===== src/rtl/btn_pkg.sv =====
// -----------------------------------------------------------------------------
// btn_pkg
// Shared definitions for the push-button conditioning path, so the debouncer,
// btn_module and the benches agree on the button count and state encoding.
//   N_BTN_DEFAULT : default number of button channels
//   chan_state_e  : per-channel debounce state encoding
//   cnt_width()   : width needed for the shared debounce/repeat counters
// -----------------------------------------------------------------------------
package btn_pkg;

  localparam int N_BTN_DEFAULT = 5;

  typedef enum logic [1:0] {
    ST_UP       = 2'd0,
    ST_UP_CHK   = 2'd1,
    ST_DOWN     = 2'd2,
    ST_DOWN_CHK = 2'd3
  } chan_state_e;

  function automatic int max3(input int a, input int b, input int c);
    int m;
    m = a;
    if (b > m) begin
      m = b;
    end else begin
      m = m;
    end
    if (c > m) begin
      m = c;
    end else begin
      m = m;
    end
    return m;
  endfunction

  // Wide enough to hold the largest terminal count of any channel counter.
  function automatic int cnt_width(input int a, input int b, input int c);
    return $clog2(max3(a, b, c) + 1);
  endfunction

endpackage


===== src/rtl/btn_debounce_if.sv =====
// -----------------------------------------------------------------------------
// btn_debounce_if
// Bundles the button signals between the pads/bench and the debouncer.
//   btn_raw   : raw pad inputs, asynchronous, 1 = pressed
//   btn_level : debounced level, 1 = pressed
//   btn_press : one-cycle pulse per accepted press (and repeat)
//   any_press : OR of btn_press, registered alongside it
// master = the side driving the raw pads, slave = the debouncer.
// -----------------------------------------------------------------------------
interface btn_debounce_if #(
  parameter int N_BTN = btn_pkg::N_BTN_DEFAULT
) ();

  logic [N_BTN-1:0] btn_raw;
  logic [N_BTN-1:0] btn_level;
  logic [N_BTN-1:0] btn_press;
  logic             any_press;

  modport master (
    output btn_raw,
    input  btn_level,
    input  btn_press,
    input  any_press
  );

  modport slave (
    input  btn_raw,
    output btn_level,
    output btn_press,
    output any_press
  );

endinterface


===== src/rtl/btn_debounce_chan.sv =====
// -----------------------------------------------------------------------------
// btn_debounce_chan
// One button channel: 2-flop synchronizer, stability counter and the
// UP / UP_CHK / DOWN / DOWN_CHK debounce FSM, plus optional auto-repeat.
//   clk          : system clock
//   rst          : synchronous reset, active-high
//   raw_i        : raw pad input, asynchronous
//   level_o      : debounced level (registered)
//   press_o      : one-cycle press/repeat pulse (registered)
//   press_next_o : value press_o takes at the next edge, lets the top
//                  register any_press in the same cycle as press_o
// Optional feature: define AUTO_REPEAT_EN to emit repeat pulses while held.
// -----------------------------------------------------------------------------
module btn_debounce_chan
  import btn_pkg::*;
#(
  parameter int DEBOUNCE_CYCLES = 1000000,
  parameter int REPEAT_DELAY    = 25000000,
  parameter int REPEAT_PERIOD   = 5000000
) (
  input  logic clk,
  input  logic rst,
  input  logic raw_i,
  output logic level_o,
  output logic press_o,
  output logic press_next_o
);

  localparam int CNT_W = cnt_width(DEBOUNCE_CYCLES, REPEAT_DELAY, REPEAT_PERIOD);
  localparam logic [CNT_W-1:0] DB_LAST  = CNT_W'(DEBOUNCE_CYCLES - 1);
  localparam logic [CNT_W-1:0] CNT_ZERO = {CNT_W{1'b0}};
  localparam logic [CNT_W-1:0] CNT_ONE  = CNT_W'(1);

  logic [1:0]       sync_q, sync_d;
  chan_state_e      state_q, state_d;
  logic [CNT_W-1:0] cnt_q, cnt_d;
  logic             level_q, level_d;
  logic             press_q, press_d;
  logic             s_sync;

`ifdef AUTO_REPEAT_EN
  localparam logic [CNT_W-1:0] RPT_DELAY_LAST  = CNT_W'(REPEAT_DELAY - 1);
  localparam logic [CNT_W-1:0] RPT_PERIOD_LAST = CNT_W'(REPEAT_PERIOD - 1);
  logic [CNT_W-1:0] rpt_cnt_q, rpt_cnt_d;
  logic             rpt_first_q, rpt_first_d;
`endif

  assign s_sync = sync_q[1];

  // Next-state logic: synchronizer shift, debounce FSM and optional repeat timer.
  always_comb begin
    sync_d  = {sync_q[0], raw_i};
    state_d = state_q;
    cnt_d   = cnt_q;
    level_d = level_q;
    press_d = 1'b0;

    // cnt counts consecutive cycles the synchronized input has held its new value;
    // it is cleared on every transition so it never exceeds DB_LAST.
    case (state_q)
      ST_UP: begin
        if (s_sync) begin
          state_d = ST_UP_CHK;
          cnt_d   = CNT_ONE;
        end else begin
          cnt_d   = CNT_ZERO;
        end
      end
      ST_UP_CHK: begin
        if (!s_sync) begin
          state_d = ST_UP;
          cnt_d   = CNT_ZERO;
        end else if (cnt_q == DB_LAST) begin
          state_d = ST_DOWN;
          level_d = 1'b1;
          press_d = 1'b1;
          cnt_d   = CNT_ZERO;
        end else begin
          cnt_d   = cnt_q + CNT_ONE;
        end
      end
      ST_DOWN: begin
        if (!s_sync) begin
          state_d = ST_DOWN_CHK;
          cnt_d   = CNT_ONE;
        end else begin
          cnt_d   = CNT_ZERO;
        end
      end
      ST_DOWN_CHK: begin
        if (s_sync) begin
          state_d = ST_DOWN;
          cnt_d   = CNT_ZERO;
        end else if (cnt_q == DB_LAST) begin
          state_d = ST_UP;
          level_d = 1'b0;
          cnt_d   = CNT_ZERO;
        end else begin
          cnt_d   = cnt_q + CNT_ONE;
        end
      end
      default: begin
        state_d = ST_UP;
        cnt_d   = CNT_ZERO;
        level_d = 1'b0;
      end
    endcase

`ifdef AUTO_REPEAT_EN
    // rpt_cnt counts cycles since the last pulse; rpt_first selects whether the
    // initial delay or the steady period is being timed. It runs through bounces
    // (DOWN_CHK) and is cleared the moment the channel returns to UP.
    rpt_cnt_d   = rpt_cnt_q;
    rpt_first_d = rpt_first_q;
    if ((state_q == ST_UP_CHK) && (state_d == ST_DOWN)) begin
      rpt_cnt_d   = CNT_ZERO;
      rpt_first_d = 1'b1;
    end else if (((state_q == ST_DOWN) || (state_q == ST_DOWN_CHK)) &&
                 (state_d != ST_UP)) begin
      if (rpt_first_q ? (rpt_cnt_q == RPT_DELAY_LAST) : (rpt_cnt_q == RPT_PERIOD_LAST)) begin
        press_d     = 1'b1;
        rpt_cnt_d   = CNT_ZERO;
        rpt_first_d = 1'b0;
      end else begin
        rpt_cnt_d   = rpt_cnt_q + CNT_ONE;
      end
    end else begin
      rpt_cnt_d   = CNT_ZERO;
      rpt_first_d = 1'b1;
    end
`endif
  end

  // Channel state registers with synchronous reset.
  always_ff @(posedge clk) begin
    if (rst) begin
      sync_q  <= 2'b00;
      state_q <= ST_UP;
      cnt_q   <= CNT_ZERO;
      level_q <= 1'b0;
      press_q <= 1'b0;
`ifdef AUTO_REPEAT_EN
      rpt_cnt_q   <= CNT_ZERO;
      rpt_first_q <= 1'b1;
`endif
    end else begin
      sync_q  <= sync_d;
      state_q <= state_d;
      cnt_q   <= cnt_d;
      level_q <= level_d;
      press_q <= press_d;
`ifdef AUTO_REPEAT_EN
      rpt_cnt_q   <= rpt_cnt_d;
      rpt_first_q <= rpt_first_d;
`endif
    end
  end

  assign level_o      = level_q;
  assign press_o      = press_q;
  // During reset the pulse register is forced low, so the look-ahead must be too.
  assign press_next_o = press_d & ~rst;

endmodule


===== src/rtl/btn_debounce.sv =====
// -----------------------------------------------------------------------------
// btn_debounce
// Conditions the raw board push-buttons: synchronize, debounce, and produce a
// clean level plus a one-cycle press pulse per button. Channels are fully
// independent; several may press in the same cycle.
//   clk            : system clock, rising edge
//   rst            : synchronous reset, active-high
//   bus.btn_raw    : raw pad inputs (in)
//   bus.btn_level  : debounced levels, feed btn_module.btn (out)
//   bus.btn_press  : one-cycle press pulses (out)
//   bus.any_press  : OR of btn_press, registered with it (out)
// Optional feature: define AUTO_REPEAT_EN for held-button repeat pulses.
// -----------------------------------------------------------------------------
module btn_debounce
  import btn_pkg::*;
#(
  parameter int N_BTN           = N_BTN_DEFAULT,
  parameter int DEBOUNCE_CYCLES = 1000000,
  parameter int REPEAT_DELAY    = 25000000,
  parameter int REPEAT_PERIOD   = 5000000
) (
  input logic          clk,
  input logic          rst,
  btn_debounce_if.slave bus
);

  logic [N_BTN-1:0] level_s;
  logic [N_BTN-1:0] press_s;
  logic [N_BTN-1:0] press_next_s;
  logic             any_press_q, any_press_d;

  for (genvar i = 0; i < N_BTN; i++) begin : g_chan
    btn_debounce_chan #(
      .DEBOUNCE_CYCLES (DEBOUNCE_CYCLES),
      .REPEAT_DELAY    (REPEAT_DELAY),
      .REPEAT_PERIOD   (REPEAT_PERIOD)
    ) u_chan (
      .clk          (clk),
      .rst          (rst),
      .raw_i        (bus.btn_raw[i]),
      .level_o      (level_s[i]),
      .press_o      (press_s[i]),
      .press_next_o (press_next_s[i])
    );
  end

  // Built from the channels' next-pulse values so any_press lines up with btn_press.
  always_comb begin
    any_press_d = |press_next_s;
  end

  // any_press register with synchronous reset.
  always_ff @(posedge clk) begin
    if (rst) begin
      any_press_q <= 1'b0;
    end else begin
      any_press_q <= any_press_d;
    end
  end

  assign bus.btn_level = level_s;
  assign bus.btn_press = press_s;
  assign bus.any_press = any_press_q;

endmodule


===== src/flat_wrapper.sv =====
// flat-port wrapper written by rule: the top's interface ports become plain ports
module btn_debounce_flat import btn_pkg::*;
#(
  parameter int N_BTN           = N_BTN_DEFAULT,
  parameter int DEBOUNCE_CYCLES = 1000000,
  parameter int REPEAT_DELAY    = 25000000,
  parameter int REPEAT_PERIOD   = 5000000
)
  (clk, rst, bus_btn_raw, bus_btn_level, bus_btn_press, bus_any_press);
  btn_debounce_if #(.N_BTN(N_BTN)) bus_i ();
  input logic clk;
  input logic rst;
  input wire logic [$bits(bus_i.btn_raw)-1:0] bus_btn_raw;
  output wire logic [$bits(bus_i.btn_level)-1:0] bus_btn_level;
  output wire logic [$bits(bus_i.btn_press)-1:0] bus_btn_press;
  output wire logic [$bits(bus_i.any_press)-1:0] bus_any_press;
  assign bus_i.btn_raw = bus_btn_raw;
  assign bus_btn_level = bus_i.btn_level;
  assign bus_btn_press = bus_i.btn_press;
  assign bus_any_press = bus_i.any_press;
  btn_debounce #(.N_BTN(N_BTN), .DEBOUNCE_CYCLES(DEBOUNCE_CYCLES), .REPEAT_DELAY(REPEAT_DELAY), .REPEAT_PERIOD(REPEAT_PERIOD)) u_core (.clk(clk), .rst(rst), .bus(bus_i));
endmodule

===== config.mk =====
export PLATFORM = sky130hd
export DESIGN_NAME = btn_debounce_flat
export DESIGN_NICKNAME = d
export VERILOG_FILES = /design/src/rtl/btn_pkg.sv /design/src/rtl/btn_debounce_if.sv /design/src/rtl/btn_debounce_chan.sv /design/src/rtl/btn_debounce.sv /design/src/flat_wrapper.sv
export SDC_FILE = /design/constraint.sdc
export NUM_CORES = 1
export LEC_CHECK = 0
export BUFFER_PORTS_ARGS = -buffer_cell sky130_fd_sc_hd__buf_4
export CAP_MARGIN = 20
export CORE_ASPECT_RATIO = 1.75
export CORE_MARGIN = 3
export CORE_UTILIZATION = 55
export CTS_CLUSTER_DIAMETER = 100
export DETAILED_ROUTE_END_ITERATION = 6
export PLACE_DENSITY = 0.72
export SLEW_MARGIN = 20
export SYNTH_ARGS = -nofsm -noshare
export SYNTH_HDL_FRONTEND = slang
export SYNTH_HIERARCHICAL = 1
export SYNTH_SLANG_ARGS = --single-unit

===== constraint.sdc =====
create_clock -name clk -period 5.5 [get_ports clk]
set_input_delay 0.275 -clock clk [delete_from_list [all_inputs] [get_ports clk]]
set_output_delay 0.275 -clock clk [all_outputs]
set_load 0.1 [all_outputs]

==> results of run 1 <==
per-layer routing:
metal,GRT usage (%),up-vias
met3,4.18,19
met5,0,-
met1,20.8,2880
met4,9.00,0
met2,43.7,96
li1,-,3008
synthesized netlist by cell type:
library cell    n  area [sq um]
a21boi_0        1          7.51
a21oi_1        62           310
a21oi_2         1          8.76
a31oi_1         5          31.3
and2_1          5          31.3
and3_1          8          50.1
and3_2          1          7.51
and4_1          5          43.8
and4_2          2          20.0
buf_2           8          40.0
buf_4           6          45.0
buf_6           5          56.3
clkbuf_1        8          30.0
dfxtp_1       156          3120
ha_1            5          62.6
inv_1          34           128
nand2_1        57           214
nand2b_1        2          12.5
nand3_1        38           190
nand4_1        28           175
nand4_2         1          12.5
nand4_4         1          21.3
nor2_1         83           312
nor2b_1        10          62.6
nor3_1         10          50.1
nor4_1         34           213
nor4b_1         2          17.5
nor4bb_1        4          40.0
o2111ai_2       1          15.0
o2111ai_4       3          78.8
o21a_1          8          60.1
o21ai_0        44           220
o21bai_1        4          30.0
o311ai_2        1          16.3
o31ai_1        24           180
or2_1           1          6.26
or2_2           3          18.8
or3_1          50           313
or3_2           1          7.51
or4_1          34           255
or4b_1          3          30.0
xnor2_1        43           377
xor2_1         20           175
report_power, final:
| part | switching (mW) | leakage (nW) | internal, mW |
|---|---|---|---|
| Sequential | 0.00710 | 1.26 | 1.14 |
| Combinational | 0.0407 | 0.684 | 0.0144 |
| Clock | 0.427 | 0.303 | 0.825 |
| Total | 0.475 | 2.25 | 1.98 |
final cells by class:
cell class | count | area (sq um)
clock buffers | 23 | 468
clock inverters | 7 | 163
fillers | 1102 | 4650
inverters | 34 | 128
multi-input cells | 605 | 3680
flip-flops and latches | 156 | 3120
well taps | 168 | 210
repair buffers | 19 | 146
state kept, by name, indices dropped and copies added (netlist names), named ones only:
register                      flops
u_core/g_chan.u_chan/press_o      5
u_core/g_chan.u_chan/level_o      5
u_core/g_chan.u_chan/cnt_q      125
u_core/bus.any_press              1
u_core/g_chan.u_chan/sync_q      10
u_core/g_chan.u_chan/state_q      5
through the flow:
stage / std cells / power, mW
after floorplan: 822 / 1.21
after global placement: 981 / 1.22
after detailed placement: 981 / 1.23
after CTS: 1011 / 2.48
after global routing: 1012 / 2.53
final: 1012 / 2.45
worst max path at each step:
stage,slack [ps],end,start,cells after the start
after detailed placement,3060,u_core/g_chan[0].u_chan/cnt_q[11],u_core/g_chan[0].u_chan/cnt_q[7],4
final,3060,u_core/g_chan[3].u_chan/cnt_q[10],u_core/g_chan[3].u_chan/cnt_q[7],4
after floorplan,3460,u_core/g_chan[1].u_chan/cnt_q[19],u_core/g_chan[1].u_chan/cnt_q[7],6
after CTS,3050,u_core/g_chan[0].u_chan/cnt_q[11],u_core/g_chan[0].u_chan/cnt_q[7],4
after global routing,2910,u_core/g_chan[1].u_chan/cnt_q[8],u_core/g_chan[1].u_chan/cnt_q[7],4
after global placement,3110,u_core/g_chan[1].u_chan/cnt_q[12],u_core/g_chan[1].u_chan/cnt_q[7],4
cell families (layout without fill, tap and decap cells):
family | after synthesis | count (layout) | synth area share (%)
and+or+nand+nor | 383 | 383 | 29.6
buffers and inverters | 61 | 83 | 4.21
AOI/OAI and AO/OA | 154 | 154 | 13.5
DFF | 156 | 156 | 44.0
adders and majority gates | 5 | 5 | 0.881
xor gates and xnor gates | 63 | 63 | 7.77
worst max-delay path, delay by kind of cell, from the launching register on:
family	cells	cell delay, ps
simple gates	3	1310
compound gates	1	640
flops	1	350
layout by cell type (no fill, tap or decap), types with 5 or more instances in the layout:
| cell type | n |
|---|---|
| and2_1 | 5 |
| o21a_1 | 8 |
| ha_1 | 5 |
| nand2_1 | 57 |
| nand3_1 | 38 |
| nor2_1 | 83 |
| a21oi_1 | 62 |
| nor4_1 | 34 |
| inv_1 | 34 |
| dfxtp_1 | 156 |
| xor2_1 | 20 |
| nor2b_1 | 10 |
| and3_1 | 8 |
| o31ai_1 | 24 |
| a31oi_1 | 5 |
| and4_1 | 5 |
| nor3_1 | 10 |
| clkbuf_16 | 17 |
| buf_4 | 18 |
| nand4_1 | 28 |
| or3_1 | 50 |
| xnor2_1 | 43 |
| bufinv_16 | 5 |
| o21ai_0 | 44 |
| or4_1 | 34 |
==> results.md, run 1 <==
* Outcome: finished clean
* First-pass DRT Iterations at 5
* Crit start category: flop
* Synthesized net count at approximately 830
* Post-CTS Resized at 0
* Mapped Area at between 7000 and 8000 sq um
* Post-DP HPWL at ~11 mm
* FMAX at between 0.4 and 0.5 GHz
* Register area share after synthesis at 44.0%
* Die width at between 90 and 100 microns
* Critical Path AT at between 2000 and 3000 ps
* CTS Buf Count at 17
* H-tree Lvls at 4
* WL met2 at approximately 8.6 mm
* Syn avg cell area at approximately 8.6 sq um
* Via Count at about 6000
* Die Height at ~160 microns
* Grt ovf at 0
* Hold depth at 2
* CTS Hold Bufs at 0
* Crit path kind: reg -> reg
* Worst Hold Launch: bus_btn_raw[4]
* Global-route wire length before repair at approximately 26 mm
* DR WL/cell at 14.9 microns
* Post-layout worst setup margin at between 3000 and 4000 ps
* Worst Skew at around 8.3 ps
* Crit-path max cell delay at ~670 ps
* Fin util at 63.0%
* Crit share post-route at between 40 and 50%
* Final hold violation count at 0
* Area Growth Syn to Fin at 11.5%
* CP cell instances: or4b_1 -> or4_1 -> o2111ai_4 -> nor2_1
* Clk_lat worst skew at ~410 ps
* Final GP Congestion at a little over 0.8
* Reg2reg setup slack at between 3000 and 4000 ps
* Type of the most critical hold path: in -> reg
* Setup TNS Final at 0 ps
* Leak Pwr at around 2.2 nW
* Tot GR Track Use at roughly 22%
* Worst-margin pin slew at 690 ps
* Clock sink count at between 150 and 200
* Initial antenna violation count at 0
* Post-Layout Inst Area at a little under 8000 sq um
* Fin nets at roughly 850
* Std cell rows at 54
* Port bufs at 17
* PD cells at 310 nW/um^2
* Antenna cells at 0
* Hold WS at just under 80 ps
* Post-DRT Antenna Nets at 0
* Buffer count from post-CTS setup fixing at 0
* M1 WL at about 5.9 mm
* Number of max-cap violations at 0
* Post-synthesis cell type count at between 40 and 50
* Core ar. at 12600 sq um
* Max layer used: met4
* Crit path capture type: flop
* Met3 Wirelength at around 330 microns
* CP required at 5760 ps
* R2r endpoint: u_core/g_chan[3].u_chan/cnt_q[10]
* Slowest CP cell: or4_1
* Cells after Synth at a little over 800
* Hold Path End: u_core/g_chan[4].u_chan/sync_q[0]
* Clock transition at path regs at 60 ps
* Normalized max-slew margin at ~54%
* Place WS at 3060 ps
* Share of layout cells above drive strength 1 at around 7.1%
* R2r startpoint: u_core/g_chan[3].u_chan/cnt_q[7]
* Root buffer cell: clkbuf_16
* Final slew viol count at 0
* #FFs+latches synth at 156
* CTS tree: yes
* Total number of yosys warnings at 6
* Routed wire length at 15.1 mm
* Worst VDD drop at about 220 uV
* # IOs at 18
* RSZ-0062 raised after global routing: no
* Die area at approximately 14000 sq um
* Vias per cell at between 5 and 6
* Clock Path Buffers at 2
* Crit path time final at around 2400 ps
* Final setup fails at 0
* Max FO, Critical Path at 24
* Largest net degree at the start of global routing at 33
* Initial Util at between 50% and 60%
* Vias in the first global route at 5941
* DRC at 0
* DRT iter0 DRCs at ~210
* Placed Area at slightly above 7000 sq um
* Worst Reg-to-Reg Cells at 4
Power figures use the tool's default switching activity.
==> inputs of run 2 (changes only) <==
Settings changed: ABC_AREA set to 1, PLACE_DENSITY 0.72 to 0.74.
Clock period 5.5 ns to 2 ns, I/O delays scaled along.
==> results.md, run 2 <==
* Outcome: finished clean
* Vias per cell at 5.24
* Max FO, Critical Path at 16
* WL met2 at between 10 and 15 mm
* DR WL/cell at around 13 microns
* Post-synth ARST share at 0%
* Largest register by flop count: u_core/g_chan.u_chan/cnt_q
* Number of synthesized flops with an enable pin at 0
* CTS Buf Count at 17
* Post-CTS Resized at 0
* Routed wire length at around 19 mm
* Initial Util at 57.0%
* Synth top area share at between 30% and 40%
* Max layer used: met4
* Crit path kind: reg -> reg
* CP cell instances: ha_1 -> nand2_2 -> nor2_8 -> nand2_2 -> nor2_2 -> nand2_2 -> nand3_4 -> inv_2 -> o21ai_1 -> nor2_1
* Critical Path AT at about 2000 ps
* Std cell rows at between 50 and 60
* Crit-path max cell delay at around 360 ps
* M1 WL at between 7 and 8 mm
* CP required at 2310 ps
* Commonest non-fill, non-tap cell in the layout: nor2_1
* Die width at roughly 100 microns
* Post-DRT Antenna Nets at 0
* Buffer count from post-CTS setup fixing at 0
* Vias in the first global route at roughly 7500
* Slowest CP cell: dfxtp_1
* Mapped Area at around 8600 sq um
* Clock transition at path regs at ~70 ps
* Leading area contributor after synthesis: dfxtp_1
* Final GP Congestion at 0.917
* #FFs+latches synth at 156
* # IOs at 18
* Fin nets at between 1000 and 1500
* FMAX at between 0.5 and 0.6 GHz
* Post-DP HPWL at approximately 14 mm
* Clock sink count at 156
* Cell family with most CP delay: simple AND/OR/NAND/NOR gates
* Leak Pwr at between 3 and 4 nW
* Most instantiated cells after synthesis: nor2_1 (267), nand2_1 (249), dfxtp_1 (156), inv_1 (145), nand3_1 (58)
* Worst VDD drop at 641 uV
* Normalized max-slew margin at a little under three quarters
* First-pass DRT Iterations at 5
* Commonest cells after routing, fill and taps aside: nor2_1 (267), nand2_1 (249), dfxtp_1 (156)
* Syn avg cell area at roughly 7 sq um
* Worst Skew at between 9 and 10 ps
* Clock Path Buffers at 2
* CP Buf/Inv Count at 1
* Post-synthesis cell type count at 41
* PD cells at around 700 nW/um^2
* Crit path capture type: flop
* Crit path time final at about 1700 ps
* Tot GR Track Use at 22.5%
* RSZ-0062 raised after global routing: no
* Type of the most critical hold path: in -> reg
* Hold WS at 43.4 ps
* Final hold violation count at 0
* DRC at 0
* Root buffer cell: clkbuf_16
* Worst-margin pin slew at around 420 ps
* FILL cells at between 1000 and 1500
* CTS tree: yes
* Worst path most repeated cell: nand2_2
* Cells after Synth at 1239
* Grt ovf at 0
* Largest register FFs at 125
* Via Count at a little under 8000
* Largest net degree at the start of global routing at 25
* Area Growth Syn to Fin at 10.4%
* Final Power at between 6 and 7 mW
* Port bufs at 17
* Synthesized net count at 1251
* DRT iter0 DRCs at roughly 330
* Prevailing post-synth register cell: dfxtp_1
* Most common cell in the netlist: nor2_1
* Register area share after synthesis at 36.4%
* Met3 Wirelength at 418 microns
* Antenna cells at 0
* Die Height at between 150 and 200 microns
* Largest regs: u_core/g_chan.u_chan/cnt_q (125), u_core/g_chan.u_chan/sync_q (10)
* Global-route wire length before repair at ~32 mm
* Crit share post-route at between 80% and 90%
* Clk_lat worst skew at around 420 ps
* Final setup fails at 0
* Setup TNS Final at 0 ps
* H-tree Lvls at 4
* Die area at 17200 sq um
* Core ar. at between 15000 and 20000 sq um
* Share of layout cells above drive strength 1 at approximately 15%
* Crit start category: flop
* Total number of yosys warnings at 6
* CTS Hold Bufs at 5
* Number of max-cap violations at 0
* Final slew viol count at 0
* Largest cells by area after synthesis: dfxtp_1 (36%), nor2_1 (12%), nand2_1 (11%)
* Initial antenna violation count at 0
==> run 2: report_power, final <==
group	leakage [nW]	internal, mW	switching, mW
combinational	1.93	0.0967	0.163
sequential	1.26	3.16	0.0607
clock	0.279	1.85	1.28
==> run 2: kinds of logic (layout without fill, tap and decap cells) <==
group / after synthesis / count (layout) / synth area share (%)
fa+ha+maj: 5 / 5 / 0.729
xor+xnor: 36 / 36 / 3.68
flops: 156 / 156 / 36.4
compound gates: 76 / 76 / 4.84
buf+inv: 172 / 217 / 8.18
simple gates: 794 / 794 / 46.2
==> run 2: cell type report <==
type / instances / area, sq um / area share (%)
clock buffer: 19 / 443 / 4.68
clock inverter: 12 / 123 / 1.29
inverter: 163 / 614 / 6.49
multi-input combinational: 911 / 4750 / 50.2
sequential: 156 / 3120 / 33.0
tap: 183 / 229 / 2.42
timing repair buffer: 23 / 185 / 1.96
==> run 2: path summary, 6_finish.rpt <==
kind	slack [ps]	to	from	cells past startpoint
max	330	u_core/g_chan[1].u_chan/cnt_q[20]	u_core/g_chan[1].u_chan/cnt_q[0]	10
min	40	u_core/g_chan[1].u_chan/sync_q[0]	rst	2
max reg2reg	330	u_core/g_chan[1].u_chan/cnt_q[20]	u_core/g_chan[1].u_chan/cnt_q[0]	10
min reg2reg	410	u_core/g_chan[2].u_chan/sync_q[1]	u_core/g_chan[2].u_chan/sync_q[0]	2
==> run 2: per-layer routing <==
layer	track usage (%)	up-vias
li1	-	3975
met1	22.5	3539
met2	44.1	122
met3	3.29	57
met4	11.2	0
met5	0	-
==> run 2: per-stage QoR <==
stage | cells | utilization [%] | setup WS, ps | area [sq um]
floorplan | 1239 | - | 542 | 8580
global placement | 1431 | 58.8 | 405 | 8850
detailed placement | 1431 | 58.8 | 347 | 8850
CTS | 1467 | 62.9 | 325 | 9470
global route | 1467 | 62.9 | 198 | 9470
finish | 1467 | 62.9 | 328 | 9470
==> inputs of run 3 (changes only) <==
Settings changed: ABC_AREA 1 to 0, PLACE_DENSITY 0.74 to 0.72.
Clock period 2 ns to 1.68 ns, I/O delays scaled along.
==> results.md, run 3 (synthesis results as in run 1) <==
* Outcome: complete, but fails checks
* Failing checks: setup timing
* Share of layout cells above drive strength 1 at roughly 35%
* Area Growth Syn to Fin at 40.7%
* Switching Share at 21.9%
* Commonest non-fill, non-tap cell in the layout: buf_4
* Initial Util at roughly 56%
* FMAX at between 0.4 and 0.5 GHz
* CTS Buf Count at 17
* Internal power at around 6.0 mW
* Worst Hold Launch: rst
* Clock sink count at roughly 160
* CP required at 1970 ps
* R2r endpoint: u_core/g_chan[3].u_chan/cnt_q[19]
* Largest register by flop count: u_core/g_chan.u_chan/cnt_q
* Antenna cells at 0
* DRT iter0 DRCs at between 400 and 500
* Final slew viol count at 0
* Largest net degree at the start of global routing at 33
* DRC at 0
* Final hold violation count at 0
* Crit share post-route at 119%
* Leak Pwr at approximately 3.3 nW
* Die area at between 10000 and 15000 sq um
* # IOs at 18
* Die Height at around 160 microns
* Largest register FFs at ~130
* Core ar. at between 10000 and 15000 sq um
* Crit path time final at approximately 2000 ps
* Worst-margin pin slew at 448 ps
* PD cells at 770 nW/um^2
* Fin util at between 70 and 80%
* Post-layout worst setup margin at -327 ps
* Root buffer cell: clkbuf_16
* Number of max-cap violations at 0
* Worst VDD drop at roughly 730 uV
* Post-Layout Inst Area at between 9000 and 10000 sq um
* CP startpoint: u_core/g_chan[3].u_chan/cnt_q[15]
* DR WL/cell at between 15 and 20 microns
* Fin cells at between 1000 and 1500
* Hold depth at 2
* Port bufs at 17
* Grt ovf at 0
* Sequential power share at slightly below 50%
* Std cell rows at between 50 and 60
* H-tree Lvls at 4
* Clock power share at between 40 and 50%
* Net Switching at 1.68 mW
* Vias per cell at around 6.0
* Vias in the first global route at roughly 7200
* Final setup fails at ~140
* Normalized max-slew margin at a little over two thirds
* Placed Cells at roughly 1100
* Fin nets at a little over 1000
* Max FO, Critical Path at 24
* Die width at 91.9 microns
* Via Count at 7178
* Post-DRT Antenna Nets at 0
* Initial antenna violation count at 0
* CTS tree: yes
* Global-route wire length before repair at between 30 and 40 mm
* Setup TNS Final at -31380 ps
* Crit path kind: reg -> reg
* Routed wire length at roughly 21 mm
* RSZ-0062 raised after global routing: yes
* Tot GR Track Use at a little over a quarter
* Final GP Congestion at ~0.9
* Type of the most critical hold path: in -> reg
* Placed Area at roughly 8600 sq um
* Combinational power share at around 2.8%
* Largest regs: u_core/g_chan.u_chan/cnt_q (125), u_core/g_chan.u_chan/sync_q (10)
* First-pass DRT Iterations at 5
* Clock transition at path regs at roughly 60 ps
* R2r startpoint: u_core/g_chan[3].u_chan/cnt_q[15]
* Post-DP HPWL at roughly 13 mm
* Clock Path Buffers at 2
* Worst Skew at 9.18 ps
* Worst Reg-to-Reg Cells at 5
* Clk_lat worst skew at roughly 420 ps
* Crit path capture type: flop
* Hold WS at around 63 ps
* Critical Path AT at roughly 2300 ps
* Crit start category: flop
* Commonest cells after routing, fill and taps aside: buf_4 (171), dfxtp_1 (123), nor2_1 (65)
* Reg2reg setup slack at -330 ps
==> run 3: changes by cell type in the layout (fill, tap and decap cells not counted), moves of 27 or more <==
| cell | before | now |
|---|---|---|
| or3_1 | 0 | 44 |
| nor3_1 | 51 | 8 |
| xnor2_1 | 15 | 42 |
| nand2_1 | 249 | 57 |
| buf_4 | 18 | 171 |
| nand2_2 | 38 | 0 |
| dfxtp_1 | 156 | 123 |
| inv_1 | 145 | 34 |
| nor2_1 | 267 | 65 |
==> run 3: critical path: stages, from the launching register on <==
cell and delay, ps:
dfxtp_2 310, or4_1 520, or4_4 560, o2111ai_4 230, buf_12 200, a21oi_1 60
==> run 3: metrics by stage <==
stage	total power [mW]	worst slack, ps
4_1_cts	7.72	-310
6_report	7.69	-327
2_1_floorplan	3.96	-309
5_1_grt	7.88	-399
3_5_place_dp	4.02	-416
3_3_place_gp	4.01	-405
==> run 3: final cells by class <==
| class | instances | area [sq um] |
|---|---|---|
| multi-input combinational | 606 | 4170 |
| sequential | 156 | 3180 |
| fill | 767 | 2580 |
| timing repair buffer | 202 | 1710 |
| clock buffer | 22 | 494 |
| tap | 168 | 210 |
| inverter | 34 | 128 |
| clock inverter | 9 | 87.6 |
==> run 3: timing repair <==
action / in CTS / in global routing
setup endpoints to repair: 122 / 141
setup buffers: 9 / 10
gates cloned: 1 / 5
hold buffers: 5 / 0
pin swaps: 25 / 45
gates resized for setup: 46 / 96
endpoints found under the hold margin: 5 / 0
==> run 3: worst max-delay path by stage <==
stage	to	slack, ps	depth (start not counted)
floorplan	u_core/g_chan[1].u_chan/cnt_q[19]	-310	6
global placement	u_core/bus.any_press	-410	5
detailed placement	u_core/g_chan[3].u_chan/cnt_q[19]	-420	5
CTS	u_core/g_chan[2].u_chan/cnt_q[24]	-310	5
global route	u_core/bus.any_press	-400	5
finish	u_core/g_chan[3].u_chan/cnt_q[19]	-330	5
==> run 3: layer usage <==
| layer | track usage, % | vias to the layer above | wire [microns] |
|---|---|---|---|
| met5 | 0 | - | 0 |
| met4 | 10.2 | 0 | 556 |
| met3 | 4.04 | 54 | 755 |
| met2 | 52.3 | 235 | 11800 |
| met1 | 26.7 | 3499 | 7690 |
| li1 | - | 3390 | - |
==> run 3: power groups by stage <==
stage / sequential (mW) / clock (mW) / combinational (mW)
after CTS: 3.75 / 3.77 / 0.203
after global routing: 3.74 / 3.92 / 0.223
final: 3.74 / 3.74 / 0.212
after detailed placement: 3.83 / 0 / 0.190
after global placement: 3.83 / 0 / 0.183
after floorplan: 3.90 / 0 / 0.0517
